File: config.mk
export PLATFORM = sky130hd
export DESIGN_NAME = mux_nto1_reg
export DESIGN_NICKNAME = d
export VERILOG_FILES = /design/src/rtl/cpu_pkg.sv /design/src/rtl/rr_arbiter_n.sv /design/src/rtl/mux_nto1_reg.sv
export SDC_FILE = /design/constraint.sdc
export NUM_CORES = 1
export LEC_CHECK = 0
export BUFFER_PORTS_ARGS = -buffer_cell sky130_fd_sc_hd__buf_2
export CAP_MARGIN = 20
export CORE_MARGIN = 3
export CORE_UTILIZATION = 42
export DETAILED_ROUTE_END_ITERATION = 12
export PLACE_DENSITY_LB_ADDON = 0.05
export SYNTH_ARGS = -nofsm -noshare
export SYNTH_HDL_FRONTEND = slang
export SYNTH_SLANG_ARGS = --single-unit
File: constraint.sdc
create_clock -name Clock -period 4 [get_ports Clock]
set_input_delay 0.4 -clock Clock [delete_from_list [all_inputs] [get_ports Clock]]
set_output_delay 0.4 -clock Clock [all_outputs]
set_load 0.05 [all_outputs]
File: src/rtl/cpu_pkg.sv
// Shared CPU datapath constants: native word width and datapath mux select modes.
// Constants only, so there is no latency or backpressure.
package cpu_pkg;
   localparam int   DATA_W      = 24;
   localparam logic MODE_DIRECT = 1'b0;
   localparam logic MODE_RR     = 1'b1;
endpackage

File: src/rtl/rr_arbiter_n.sv
// Round-robin grant among CHANNELS requesters, searching upward from ptr with wrap.
// Purely combinational (0 cycles); it has no backpressure of its own.
module rr_arbiter_n #(
   parameter  int CHANNELS = 4,
   localparam int SEL_W    = $clog2(CHANNELS)
) (
   input  logic [CHANNELS-1:0] req,
   input  logic [SEL_W-1:0]    ptr,
   output logic [SEL_W-1:0]    grant,
   output logic                grant_vld
);

   logic [2*CHANNELS-1:0] req_dbl;
   logic [CHANNELS-1:0]   req_rot;
   int                    off;
   int                    sum;

   // Doubling the vector makes a plain part-select act as a rotate for any CHANNELS.
   assign req_dbl = {req, req};

   always_comb begin
      req_rot   = req_dbl[ptr +: CHANNELS];
      grant_vld = |req_rot;
      off       = 0;
      for (int i = CHANNELS - 1; i >= 0; i--) begin
         if (req_rot[i]) off = i;
      end
      sum = int'(ptr) + off;
      if (sum >= CHANNELS) sum = sum - CHANNELS;
      grant = SEL_W'(sum);
   end

endmodule

File: src/rtl/mux_nto1_reg.sv
// N-to-1 registered mux with direct or round-robin select; 1-cycle latency, 1 word/cycle.
// Backpressure: input ready only while the output register is empty or draining this cycle.
module mux_nto1_reg
   import cpu_pkg::*;
#(
   parameter  int WIDTH    = DATA_W,
   parameter  int CHANNELS = 4,
   localparam int SEL_W    = $clog2(CHANNELS)
) (
   input  logic                      Clock,
   input  logic                      ResetN,
   input  logic [CHANNELS*WIDTH-1:0] Hyrja,
   input  logic [CHANNELS-1:0]       HyrjaValid,
   output logic [CHANNELS-1:0]       HyrjaReady,
   input  logic [SEL_W-1:0]          S,
   input  logic                      Mode,
   output logic [WIDTH-1:0]          Dalja,
   output logic                      DaljaValid,
   input  logic                      DaljaReady,
   output logic [SEL_W-1:0]          DaljaKanali
);

   logic             load_ok;
   logic             rr_vld;
   logic             grant_vld;
   logic             sel_vld;
   logic             xfer;
   logic [SEL_W-1:0] ptr;
   logic [SEL_W-1:0] ptr_nxt;
   logic [SEL_W-1:0] rr_grant;
   logic [SEL_W-1:0] grant;
   logic [WIDTH-1:0] sel_dat;

   rr_arbiter_n #(.CHANNELS(CHANNELS)) u_arb (
      .req       (HyrjaValid),
      .ptr       (ptr),
      .grant     (rr_grant),
      .grant_vld (rr_vld)
   );

   // Gating with ResetN keeps producers from seeing a handshake that reset will discard.
   assign load_ok = ResetN && (!DaljaValid || DaljaReady);

   always_comb begin
      if (Mode == MODE_RR) begin
         grant     = rr_grant;
         grant_vld = rr_vld;
      end else begin
         grant     = S;
         grant_vld = (int'(S) < CHANNELS);
      end
   end

   always_comb begin
      HyrjaReady = '0;
      sel_vld    = 1'b0;
      sel_dat    = '0;
      for (int k = 0; k < CHANNELS; k++) begin
         if (grant_vld && grant == SEL_W'(k)) begin
            HyrjaReady[k] = load_ok;
            sel_vld       = HyrjaValid[k];
            sel_dat       = Hyrja[k*WIDTH +: WIDTH];
         end
      end
   end

   assign xfer    = sel_vld && load_ok;
   assign ptr_nxt = (int'(grant) == CHANNELS - 1) ? '0 : grant + SEL_W'(1);

   always_ff @(posedge Clock) begin
      if (!ResetN) begin
         Dalja       <= '0;
         DaljaValid  <= 1'b0;
         DaljaKanali <= '0;
         ptr         <= '0;
      end else if (xfer) begin
         Dalja       <= sel_dat;
         DaljaValid  <= 1'b1;
         DaljaKanali <= grant;
         if (Mode == MODE_RR) ptr <= ptr_nxt;
      end else if (DaljaReady) begin
         DaljaValid  <= 1'b0;
      end
   end

endmodule

After elaboration in Yosys (flattened, before gate mapping). Index checks and enable logic that the tools add are counted.

Bits in registers: 29. Bits of input ports: 106. Output and inout port bits: 31. Word-level logic and storage cells: 47.

Add/subtract/negate cells: 3. Magnitude comparators: 1. Equal/unequal tests: 4. Shift-type cells: 1. Mux-type cells: 22. Reductions and logical operators: 12.

Operators with widths (count): $mux W24 (4); $mux W2 (7); $mux W1 (11); $shiftx A8 B3 Y4 (1); $logic_and A1 B1 Y1 (6); $eq A2 B1 Y1 const B (2); $eq A2 B2 Y1 const B (2); $reduce_or A4 Y1 (1); $add A2 B2 Y3 (1); $ge A3 B3 Y1 const B (1); $add A2 B1 Y2 const B (1); $logic_not A2 Y1 (1); $reduce_and A2 Y1 (1); $reduce_bool A2 Y1 (1); $sub A2 B1 Y2 const B (1); $logic_not A1 Y1 (1); $logic_or A1 B1 Y1 (1).

Longest topological paths before layout. Gate-level depths: netlist of run 1.

Depth in word-level cells: 17. Mapped depth: 20. Mapped depth without buffers: 18.

Cells and area by module. A second synthesis of run 1 with hierarchy kept.

Cells, all modules: 271. Area total of the unflattened synthesis: 2265.9 µm².

By module, submodules not included: mux_nto1_reg (times used 1, cells each 248, area each 2085.8 µm², sequential area each 580.6 µm²); rr_arbiter_n (times used 1, cells each 23, area each 180.2 µm², sequential area each 0.0 µm²).

Least setup slack after synthesis of run 1. No wires, ideal clock.

Path kind: in2out. Start: in HyrjaValid[2]. End: out HyrjaReady[3]. Data arrival time: 3586 ps. Required time: 3600 ps. Slack: 14 ps. Stages: 16. Path buffers: 3. Cell sequence: buf_2 > nor2_1 > nor3_1 > a21oi_1 > nand2_1 > ha_1 > xnor2_1 > nor2b_1 > o21ai_0 > nand3_1 > inv_1 > ha_1 > and2_1 > buf_2 > clkbuf_1 > nor3b_1.

Word-level cells in the longest chain between the ends: 12. Elaborated cells between the ends (all ways): 15. Those cells by class: add/sub: 2; order compare: 1; eq/ne: 1; shift: 1; mux: 8; reduce/logical: 2.

RTL lines: start, declared (RTL line mux_nto1_reg.sv:13) `input logic [CHANNELS-1:0] HyrjaValid,`; $shiftx A8 B3 Y4 (*) (RTL line rr_arbiter_n.sv:22) `req_rot = req_dbl[ptr +: CHANNELS];`; $mux W2 (3 in series) (RTL line rr_arbiter_n.sv:26) `if (req_rot[i]) off = i;`; $mux W2 (*) (RTL line rr_arbiter_n.sv:26); $add A2 B2 Y3 (*) (RTL line rr_arbiter_n.sv:28) `sum = int'(ptr) + off;`; $ge A3 B3 Y1 / $sub A2 B1 Y2 (equally long branches) (RTL line rr_arbiter_n.sv:29) `if (sum >= CHANNELS) sum = sum - CHANNELS;`; $mux W2 (*) (RTL line rr_arbiter_n.sv:29); $mux W2 (*) (RTL line mux_nto1_reg.sv:45) `if (Mode == MODE_RR) begin`; net grant[1] (RTL line mux_nto1_reg.sv:31) `logic [SEL_W-1:0] grant;`; $eq A2 B2 Y1 (*) (RTL line mux_nto1_reg.sv:59) `if (grant_vld && grant == SEL_W'(k)) begin`; $logic_and A1 B1 Y1 (*) (RTL line mux_nto1_reg.sv:59); $mux W1 (*) (RTL line mux_nto1_reg.sv:59); end, declared (RTL line mux_nto1_reg.sv:14) `output logic [CHANNELS-1:0] HyrjaReady,`.

Mark *: on every way through the listed nets, which the timed path passes. The rest lies on a longest branch.

Final worst setup path of run 1.
Start: reg ptr[0]. End: out HyrjaReady[1].

Word-level cells in the longest chain between the ends: 12. Elaborated cells between the ends (all ways): 15. Those cells by class: add/sub: 2; order compare: 1; eq/ne: 1; shift: 1; mux: 8; reduce/logical: 2.

RTL lines: start, declared (RTL line mux_nto1_reg.sv:28) `logic [SEL_W-1:0] ptr;`; start signal, assigned (RTL line mux_nto1_reg.sv:80) `if (Mode == MODE_RR) ptr <= ptr_nxt;`; $shiftx A8 B3 Y4 (RTL line rr_arbiter_n.sv:22); $mux W2 (4 in series) (RTL line rr_arbiter_n.sv:26); $add A2 B2 Y3 (RTL line rr_arbiter_n.sv:28); $ge A3 B3 Y1 / $sub A2 B1 Y2 (equally long branches) (RTL line rr_arbiter_n.sv:29); $mux W2 (RTL line rr_arbiter_n.sv:29); $mux W2 (RTL line mux_nto1_reg.sv:45); $eq A2 B1 Y1 (RTL line mux_nto1_reg.sv:59); $logic_and A1 B1 Y1 (*) (RTL line mux_nto1_reg.sv:59); $mux W1 (*) (RTL line mux_nto1_reg.sv:59).

Mark *: on every way between the ends. The rest lies on a longest branch, timed or not.

==> results of run 1 <==
[critical path: cells and delay by family (launching register included)]
family / cells / cell delay, ns
xor+xnor: 1 / 0.18
buf+inv: 2 / 0.52
flops: 1 / 0.53
fa+ha+maj: 2 / 0.50
compound gates: 1 / 0.09
simple gates: 8 / 1.00
[metrics by stage]
stage | power, mW | setup slack [ns] | utilization
CTS | 1.31 | 0.438 | 0.613
finish | 1.30 | 0.489 | 0.614
detailed placement | 1.06 | 0.300 | 0.595
global route | 1.39 | 0.0884 | 0.614
global placement | 1.06 | 0.385 | 0.595
floorplan | 0.898 | 0.0145 | -
[worst max-delay path by stage]
stage	start	endpoint	slack, ns
floorplan	HyrjaValid[2]	HyrjaReady[3]	0.01
global placement	HyrjaValid[2]	Dalja[4]$_SDFFE_PN0P_	0.38
detailed placement	HyrjaValid[2]	Dalja[4]$_SDFFE_PN0P_	0.30
CTS	ptr[0]$_SDFFE_PN0P_	Dalja[4]$_SDFFE_PN0P_	0.44
global route	ptr[0]$_SDFFE_PN0P_	Dalja[8]$_SDFFE_PN0P_	0.09
finish	ptr[0]$_SDFFE_PN0P_	HyrjaReady[1]	0.49
[logic make-up after synthesis]
group / after synthesis
AOI/OAI and AO/OA: 111
and+or+nand+nor: 88
muxes: 2
DFF: 29
adders and majority gates: 5
xor gates and xnor gates: 1
buffers and inverters: 35
[area by class of cell]
cell class | count | area [sq um]
clock buffers | 6 | 72.6
clock inverters | 2 | 10.0
fillers | 451 | 1730
inverters | 4 | 15.0
multi-input cells | 207 | 1260
flip-flops and latches | 29 | 581
well taps | 52 | 65.1
repair buffers | 144 | 741
[synthesized netlist by cell type, types with 2 or more instances]
cell / number / area share
sky130_fd_sc_hd__inv_1: 4 / 0.0075
sky130_fd_sc_hd__a221oi_1: 24 / 0.10
sky130_fd_sc_hd__ha_1: 5 / 0.031
sky130_fd_sc_hd__nor3b_1: 2 / 0.0075
sky130_fd_sc_hd__clkbuf_1: 14 / 0.026
sky130_fd_sc_hd__o2111ai_1: 2 / 0.0087
sky130_fd_sc_hd__nand3_1: 4 / 0.010
sky130_fd_sc_hd__nand3b_1: 2 / 0.0075
sky130_fd_sc_hd__a21oi_1: 52 / 0.13
sky130_fd_sc_hd__nand2b_1: 4 / 0.012
sky130_fd_sc_hd__buf_2: 13 / 0.032
sky130_fd_sc_hd__o21ai_0: 26 / 0.065
sky130_fd_sc_hd__mux2i_1: 2 / 0.010
sky130_fd_sc_hd__dfxtp_1: 29 / 0.29
sky130_fd_sc_hd__nor2b_1: 27 / 0.084
sky130_fd_sc_hd__a211oi_1: 2 / 0.0075
sky130_fd_sc_hd__nor3_1: 25 / 0.062
sky130_fd_sc_hd__or3_1: 2 / 0.0062
sky130_fd_sc_hd__nand2_1: 7 / 0.013
sky130_fd_sc_hd__buf_6: 3 / 0.017
sky130_fd_sc_hd__nor2_1: 7 / 0.013
sky130_fd_sc_hd__and2_1: 4 / 0.012
[per-layer routing]
metal | wire [um] | global-route usage | vias up
li1 | - | - | 1241
met1 | 2840 | 0.302 | 1105
met5 | 0 | 0 | -
met3 | 489 | 0.0614 | 2
met4 | 39 | 0.0791 | 0
met2 | 3110 | 0.376 | 81
[report_power, final]
part	total, mW	internal (mW)	switching [mW]
Clock	0.240	0.120	0.119
Combinational	0.691	0.234	0.457
Sequential	0.370	0.342	0.0282
Total	1.30	0.696	0.605
[state kept, by name, indices dropped and copies added, names as in the netlist]
name	cells
ptr	2
DaljaValid	1
DaljaKanali	2
Dalja	24
==> results.ini, run 1 <==
[min_path]
worstHoldPathType=in2reg
hold-path-cell-count=3
hold_endpoint=Dalja[7]$_SDFFE_PN0P_
min_from=Hyrja[79]

[global_route]
antenna_found_initial=0
number_of_global_route_vias_before_repair=2206
grt_usage=0.234
overflow=0
grt_start_max_net_pins=33
grt_pass1_wl_mm=10.2

[route]
route.final.wire_length_mm=6.48
drt_iter0_drc=103
routed_wire_length_per_instance_um=14.6
ant_nets=0
drt-vias-per-instance=5.47
drt_drc_violations_left=0
detail_route.first_pass.iterations=4
vias=2429

[floorplanning]
design.portCount=137
fp-row-count=24
die_h_um=75.1
core_region_area_sq_um=4470
die-area_sq_um=5640
initial_utilization=0.448
die_width_um=75.1

[critical_path]
r2r_start=ptr[0]$_SDFFE_PN0P_
setup.reg_to_reg.worst_slack_ns=0.55
worstSetupPathType=reg2out
worst_ep_required_time_ns=3.60
critical_path.max_stage_delay_ns=0.53
cp_slowest_cell=sky130_fd_sc_hd__dfxtp_1
arrival_ns=3.11
worst_r2r_path_depth=19
crit_path_end_kind=output pin
worstPathCellList=nor2_1, nand2_1, nand3_1, o21ai_0, nand2_1, ha_1, xnor2_1, nand2_1, or3_1, nand3_1, ha_1, buf_4, and2_1, buf_2
crit-reg2reg-capture=ptr[1]$_SDFFE_PN0P_
critPathLaunchType=flip-flop
worst_path_most_repeated_cell=sky130_fd_sc_hd__nand2_1
worst-path-max-fanout=14

[cells_and_area]
final_design_area_no_fill_sq_um=2750
leading_cell_type_in_the_layout_fill_and_taps_excluded=sky130_fd_sc_hd__buf_2
leading_cell_types_in_the_layout_fill_and_taps_excluded=sky130_fd_sc_hd__buf_2 (136), sky130_fd_sc_hd__a21oi_1 (52), sky130_fd_sc_hd__dfxtp_1 (29)
synthToLayoutAreaGrowth_pct=37.0
instances_no_fill=444
post_route_cells_drive_above_1_share=0.398
insertedDiodeCount=0
finish.net_count=502

[timing]
holdWs_ns=0.391
setup_viol_count_final=0
max-slew-margin-rel=0.599
final.min_clock_period_ns=3.51
setup_tns_ns=0
grt_setup_unrepaired=false
layout_worst_path_cycle_share=0.878
finalHoldViolCount=0
maxSlewViolCount=0
finClkSkew_ns=0.00504
maxClockFrequency_mhz=285
max_slew.worst_pin.slew_ns=0.600

[synth]
synth_top_family_by_area=compound AO/OA/AOI/OAI gates
asyncSetResetFlopFracSynth=0
seq_area_frac_synth=0.289
synth.area.mux_share=0.00998
postSynthNetCount=382
postSynthRegisterBits=29
yosys.area_share.simple=0.241
synth_xor_xnor_area_share=0.00437
synth_area_per_cell_sq_um=7.40
synth.distinct_cells=33
synthAdderAreaFrac=0.0312
synth_enable_flop_cells=0
synthesis.instances=271
most_frequently_used_flop_master_after_synthesis=sky130_fd_sc_hd__dfxtp_1
yosysWarnings=0
synthesized_area_fraction_occupied_by_ao_oa_aoi_and_oai_cells=0.339
cell_area_after_technology_mapping_sq_um=2010

[cts]
clkSinkCount=29
tritoncts.num_buffers=5
postCtsHoldBufs=0
ctsResizeCount=0
clk_path_buf_depth=2
clock_insertion_delay_worst_skew_ns=0.28
ctsHtreeMaxLevel=2
worst_setup_hold_path_clk_slew_ns=0.07
post-cts-setup-buffers=0
clock-root-buffer=sky130_fd_sc_hd__clkbuf_8
tritoncts_clock_tree=yes

[pwr]
vdd.ir_drop.worst_uv=260
static_leakage_nw=1.30
power_density_nw_per_um2=473

[run_status]
outcome=complete, no violations

[placement]
place_hpwl_mm=4.77
globalplace.congestion=0.789
post_dp_cell_area_sq_um=2660
dpl.cell_count=436
port_buffers=136

[flow_run]
cap_violations=0

No activity file was read; power rests on OpenSTA's default activity.
==> inputs of run 2 (changes only) <==
--- a/config.mk
+++ b/config.mk
@@ -5,7 +5,7 @@
 export SDC_FILE = /design/constraint.sdc
 export NUM_CORES = 1
 export LEC_CHECK = 0
-export BUFFER_PORTS_ARGS = -buffer_cell sky130_fd_sc_hd__buf_2
+export BUFFER_PORTS_ARGS = -buffer_cell sky130_fd_sc_hd__buf_4
 export CAP_MARGIN = 20
 export CORE_MARGIN = 3
 export CORE_UTILIZATION = 42
==> results.ini, run 2 (synthesis gave the netlist of run 1 again) <==
[run_status]
outcome=complete, no violations

[critical_path]
worst-path-max-fanout=24  ; +10
worst_ep_required_time_ns=4.20  ; +0.60 ns
critPathLaunchType=flip-flop
worstPathCellList=nor2_1, nand2_1, nand3_1, o21ai_0, nand2_1, ha_1, xnor2_1, nand2_1, or3_1, nand3_1, ha_1, nor2b_2, a221oi_1, nor3_1, a21oi_1, a21oi_1
cp_slowest_cell=sky130_fd_sc_hd__nor2b_2
worst_r2r_path_depth=16  ; -3
arrival_ns=3.82  ; +0.71 ns
crit_path_end_kind=flip-flop
worst_path_most_repeated_cell=sky130_fd_sc_hd__nand2_1
worstSetupPathType=reg2reg
critical_path.max_stage_delay_ns=0.83  ; +0.30 ns

[global_route]
overflow=0  ; unchanged
grt_pass1_wl_mm=10.2  ; +0.47%
number_of_global_route_vias_before_repair=2161  ; -2.0%
grt_usage=0.236  ; +0.00199
grt_start_max_net_pins=50  ; +52%
antenna_found_initial=0  ; unchanged

[placement]
place_hpwl_mm=5.13  ; +7.4%
globalplace.congestion=0.785  ; -0.53%
port_buffers=136  ; unchanged
dpl.cell_count=435  ; -0.23%

[route]
drt_iter0_drc=98  ; -4.9%
route.met3.wl_um=582  ; +19%
m1WireLength_mm=2.71  ; -4.6%
maxUsedRoutingLayer=met4
met2RoutedLength_mm=3.44  ; +11%
route.final.wire_length_mm=6.83  ; +5.4%
drt-vias-per-instance=5.59  ; +2.1%
vias=2469  ; +1.6%
routed_wire_length_per_instance_um=15.5  ; +5.9%
drt_drc_violations_left=0  ; unchanged
ant_nets=0  ; unchanged
detail_route.first_pass.iterations=4  ; unchanged

[floorplanning]
die_h_um=75.1  ; unchanged
design.portCount=137  ; unchanged
die_width_um=75.1  ; unchanged
initial_utilization=0.448  ; unchanged
fp-row-count=24  ; unchanged
core_region_area_sq_um=4470  ; unchanged
die-area_sq_um=5640  ; unchanged

[cells_and_area]
reg_top3=Dalja x24, DaljaKanali x2, ptr x2
top_register=Dalja
instances_no_fill=442  ; -0.45%
leading_cell_types_in_the_layout_fill_and_taps_excluded=sky130_fd_sc_hd__buf_4 (143), sky130_fd_sc_hd__a21oi_1 (52), sky130_fd_sc_hd__dfxtp_1 (29)
insertedDiodeCount=0  ; unchanged
leading_cell_type_in_the_layout_fill_and_taps_excluded=sky130_fd_sc_hd__buf_4
seq_area_sq_um=581  ; unchanged
multi_input_area_sq_um=1260  ; -0.40%
synthToLayoutAreaGrowth_pct=53.5
fillCellCount=403  ; -11%
finish.net_count=501  ; -0.20%
layout.core_utilization=0.688  ; +0.0741
largest_register_ffs=24  ; unchanged
post_route_cells_drive_above_1_share=0.395  ; -0.00309

[cts]
tritoncts_clock_tree=yes
ctsResizeCount=0  ; unchanged
clock_insertion_delay_worst_skew_ns=0.28  ; about the same
clk_path_buf_depth=2  ; unchanged
clock-root-buffer=sky130_fd_sc_hd__clkbuf_8
ctsHtreeMaxLevel=2  ; unchanged
postCtsHoldBufs=0  ; unchanged
worst_setup_hold_path_clk_slew_ns=0.07  ; about the same
clkSinkCount=29  ; unchanged
tritoncts.num_buffers=5  ; unchanged
post-cts-setup-buffers=0  ; unchanged

[min_path]
hold-path-cell-count=3  ; unchanged
worstHoldPathType=in2reg

[timing]
layout_worst_path_cycle_share=0.904  ; +0.0258
finalHoldViolCount=0  ; unchanged
max-slew-margin-rel=0.312  ; -0.287
grt_setup_unrepaired=false
max_slew.worst_pin.slew_ns=1.03  ; +0.427 ns
finClkSkew_ns=0.00558  ; +0.000535 ns
final.min_clock_period_ns=3.61  ; +0.103 ns
setup_viol_count_final=0  ; unchanged
maxClockFrequency_mhz=277  ; -2.9%
maxSlewViolCount=0  ; unchanged
setup_tns_ns=0  ; unchanged

[flow_run]
cap_violations=0  ; unchanged

[pwr]
power_density_nw_per_um2=444  ; -6.1%
vdd.ir_drop.worst_uv=293  ; +13%
total_power_mw=1.37  ; +5.2%
static_leakage_nw=1.39  ; +6.7%

[run 2: cell types whose count changed in the layout (fill, tap and decap cells not counted), sizes merged]
cell / before / now
clkbuf: 6 / 7
clkinv: 2 / 0
buf: 144 / 143
[run 2: power by group]
group	total [mW]	internal, mW	leakage, nW	switching, mW
sequential	0.374	0.342	0.238	0.0319
clock	0.245	0.136	0.0443	0.109
combinational	0.749	0.289	1.10	0.460
[run 2: layer usage]
| metal | vias up | track usage |
|---|---|---|
| li1 | 1236 | - |
| met1 | 1131 | 0.303 |
| met2 | 95 | 0.381 |
| met3 | 7 | 0.0681 |
| met4 | 0 | 0.0711 |
| met5 | - | 0 |
[run 2: path summary, 6_finish.rpt]
kind / startpoint / to / slack [ns]
hold / removal: Hyrja[79] / Dalja[7]$_SDFFE_PN0P_ / 0.40
setup reg to reg: ptr[0]$_SDFFE_PN0P_ / Dalja[4]$_SDFFE_PN0P_ / 0.39
hold reg to reg: DaljaKanali[1]$_SDFFE_PN0P_ / DaljaKanali[1]$_SDFFE_PN0P_ / 0.47
setup / recovery: ptr[0]$_SDFFE_PN0P_ / Dalja[4]$_SDFFE_PN0P_ / 0.39
[run 2: layout make-up]
class | instances | share of cell area
well taps | 52 | 0.0211
multi-input cells | 207 | 0.409
clock buffers | 7 | 0.0280
flip-flops and latches | 29 | 0.189
repair buffers | 143 | 0.349
inverters | 4 | 0.00488
[run 2: through the flow]
| step | worst slack (ns) | area [sq um] | hold WS (ns) |
|---|---|---|---|
| after floorplan | 0.0145 | 2010 | 0.538 |
| after global routing | 0.00515 | 3080 | 0.400 |
| final | 0.386 | 3080 | 0.403 |
| after CTS | 0.378 | 3080 | 0.395 |
| after global placement | 0.437 | 2990 | 0.457 |
| after detailed placement | 0.311 | 2990 | 0.462 |
[run 2: critical path: cells and delay by family (launching register included)]
family / cells / cell delay [ns]
AOI/OAI and AO/OA: 4 / 0.51
xor gates and xnor gates: 1 / 0.19
and+or+nand+nor: 9 / 1.89
adders and majority gates: 2 / 0.39
DFF: 1 / 0.54
==> inputs of run 3 (changes only) <==
--- a/config.mk
+++ b/config.mk
@@ -7,7 +7,6 @@
 export LEC_CHECK = 0
 export BUFFER_PORTS_ARGS = -buffer_cell sky130_fd_sc_hd__buf_4
 export CAP_MARGIN = 20
-export CORE_MARGIN = 3
 export CORE_UTILIZATION = 42
 export DETAILED_ROUTE_END_ITERATION = 12
 export PLACE_DENSITY_LB_ADDON = 0.05
==> results.ini, run 3 (synthesis gave the netlist of run 1 again) <==
[pwr]
vdd.ir_drop.worst_uv=227  ; -22%
static_leakage_nw=1.39  ; +0.22%
power_density_nw_per_um2=443  ; -0.19%

[timing]
setup_viol_count_final=0  ; unchanged
maxSlewViolCount=0  ; unchanged
setup_tns_ns=0  ; unchanged
finClkSkew_ns=0.00988  ; +0.00430 ns
layout_worst_path_cycle_share=0.894  ; -0.00937
finalHoldViolCount=0  ; unchanged
maxClockFrequency_mhz=280  ; +1.0%
final.min_clock_period_ns=3.58  ; -0.0375 ns
max_slew.worst_pin.slew_ns=0.595  ; -0.433 ns
grt_setup_unrepaired=false
max-slew-margin-rel=0.603  ; +0.291

[cts]
tritoncts.num_buffers=5  ; unchanged
clkSinkCount=29  ; unchanged
ctsHtreeMaxLevel=2  ; unchanged
tritoncts_clock_tree=yes
clock-root-buffer=sky130_fd_sc_hd__clkbuf_8
postCtsHoldBufs=0  ; unchanged
clk_path_buf_depth=2  ; unchanged
worst_setup_hold_path_clk_slew_ns=0.07  ; about the same
clock_insertion_delay_worst_skew_ns=0.27  ; about the same

[critical_path]
worst_path_most_repeated_cell=sky130_fd_sc_hd__nand2_1
arrival_ns=3.18  ; -0.64 ns
worst-path-max-fanout=42  ; +75%
cp_slowest_cell=sky130_fd_sc_hd__dfxtp_2
worst_ep_required_time_ns=3.60  ; -0.60 ns
worstSetupPathType=reg2out
critPathLaunchType=flip-flop
critical_path.max_stage_delay_ns=0.44  ; -0.39 ns
critPathBufInv=3  ; +3
crit_path_end_kind=output pin
worstPathCellList=nor2_1, nand2_1, nand3_1, o21ai_0, nand2_1, ha_1, xnor2_1, nand2_1, or3_1, nand3_1, inv_1, ha_1, buf_4, and2_1, buf_4
worst_path_dominant_cell_family=simple AND/OR/NAND/NOR gates

[route]
ant_nets=0  ; unchanged
drt_iter0_drc=109  ; +11%
route.final.wire_length_mm=6.62  ; -3.1%
routed_wire_length_per_instance_um=15.0  ; -3.1%
drt-vias-per-instance=5.52  ; -1.1%
detail_route.first_pass.iterations=8  ; +4
drt_drc_violations_left=5  ; +5
vias=2442  ; -1.1%

[cells_and_area]
finish.net_count=501  ; unchanged
fillCellCount=398  ; -1.2%
leading_cell_types_in_the_layout_fill_and_taps_excluded=sky130_fd_sc_hd__buf_4 (143), sky130_fd_sc_hd__a21oi_1 (52), sky130_fd_sc_hd__dfxtp_1 (28)
insertedDiodeCount=0  ; unchanged
synthToLayoutAreaGrowth_pct=53.8
largest_register_ffs=24  ; unchanged
leading_cell_type_in_the_layout_fill_and_taps_excluded=sky130_fd_sc_hd__buf_4
post_route_cells_drive_above_1_share=0.397  ; +0.00256
top_register=Dalja
reg_top3=Dalja x24, DaljaKanali x2, ptr x2
instances_no_fill=442  ; unchanged

[placement]
port_buffers=136  ; unchanged
place_hpwl_mm=4.88  ; -4.8%
globalplace.congestion=0.890  ; +13%
dpl.cell_count=435  ; unchanged

[global_route]
antenna_found_initial=0  ; unchanged
grt_start_max_net_pins=43  ; -14%
overflow=0  ; unchanged
number_of_global_route_vias_before_repair=2334  ; +8.0%
grt_pass1_wl_mm=10.7  ; +4.5%
grt_usage=0.265  ; +0.0298

[run_status]
outcome=finished, violations left
violations_in_the_final_reports=DRC

[floorplanning]
die_width_um=71.1  ; -5.3%
core_region_area_sq_um=4470  ; unchanged
initial_utilization=0.448  ; unchanged
fp-row-count=24  ; unchanged
design.portCount=137  ; unchanged
die-area_sq_um=5060  ; -10%
die_h_um=71.1  ; -5.3%

[flow_run]
cap_violations=0  ; unchanged

[min_path]
worstHoldPathType=in2reg

==> run 3: report_power, final <==
part,switching (mW),internal [mW]
sequential,0.0305,0.342
clock,0.107,0.136
combinational,0.461,0.291
==> run 3: area by class of cell <==
cell class	instances	area [sq um]	share of cell area
timing repair buffer	143	1070	0.348
inverter	4	15.0	0.00487
sequential	29	582	0.189
clock buffer	7	86.3	0.0280
tap	52	65.1	0.0211
multi-input combinational	207	1260	0.410
==> run 3: worst paths after layout <==
path | start | endpoint | slack [ns] | cells after the start
hold / removal | Mode | ptr[0]$_SDFFE_PN0P_ | 0.41 | 2
hold reg to reg | DaljaKanali[1]$_SDFFE_PN0P_ | DaljaKanali[1]$_SDFFE_PN0P_ | 0.49 | 2
setup reg to reg | ptr[0]$_SDFFE_PN0P_ | Dalja[9]$_SDFFE_PN0P_ | 0.53 | 18
setup / recovery | ptr[0]$_SDFFE_PN0P_ | HyrjaReady[2] | 0.42 | 15
==> run 3: routing by layer <==
| layer | global-route usage | wire [um] | vias to the layer above |
|---|---|---|---|
| met5 | 0 | 0 | - |
| met4 | 0.0778 | 77 | 0 |
| met3 | 0.0584 | 512 | 6 |
| met2 | 0.471 | 3290 | 96 |
| met1 | 0.321 | 2740 | 1104 |
| li1 | - | - | 1236 |
==> run 3: repair_timing <==
action / CTS / global route
buffers inserted: 0 / 0
resized for setup: 0 / 2
endpoints found under the setup margin: 0 / 23
==> run 3: worst reg2reg max path, delay by kind of cell, from the launching register on <==
| kind | cells | cell delay, ns |
|---|---|---|
| compound gates | 5 | 0.71 |
| buf+inv | 2 | 0.33 |
| fa+ha+maj | 2 | 0.50 |
| xor+xnor | 1 | 0.21 |
| flops | 1 | 0.44 |
| simple gates | 8 | 1.17 |
==> run 3: per-stage QoR <==
step / worst slack (ns) / hold slack (ns) / area [sq um] / power, mW / util
2_1_floorplan: 0.0145 / 0.538 / 2010 / 0.898 / -
3_3_place_gp: 0.442 / 0.465 / 2990 / 1.12 / 0.669
3_5_place_dp: 0.271 / 0.471 / 2990 / 1.13 / 0.669
4_1_cts: 0.321 / 0.404 / 3080 / 1.37 / 0.688
5_1_grt: 0.0950 / 0.424 / 3090 / 1.46 / 0.690
6_report: 0.423 / 0.409 / 3090 / 1.37 / 0.690
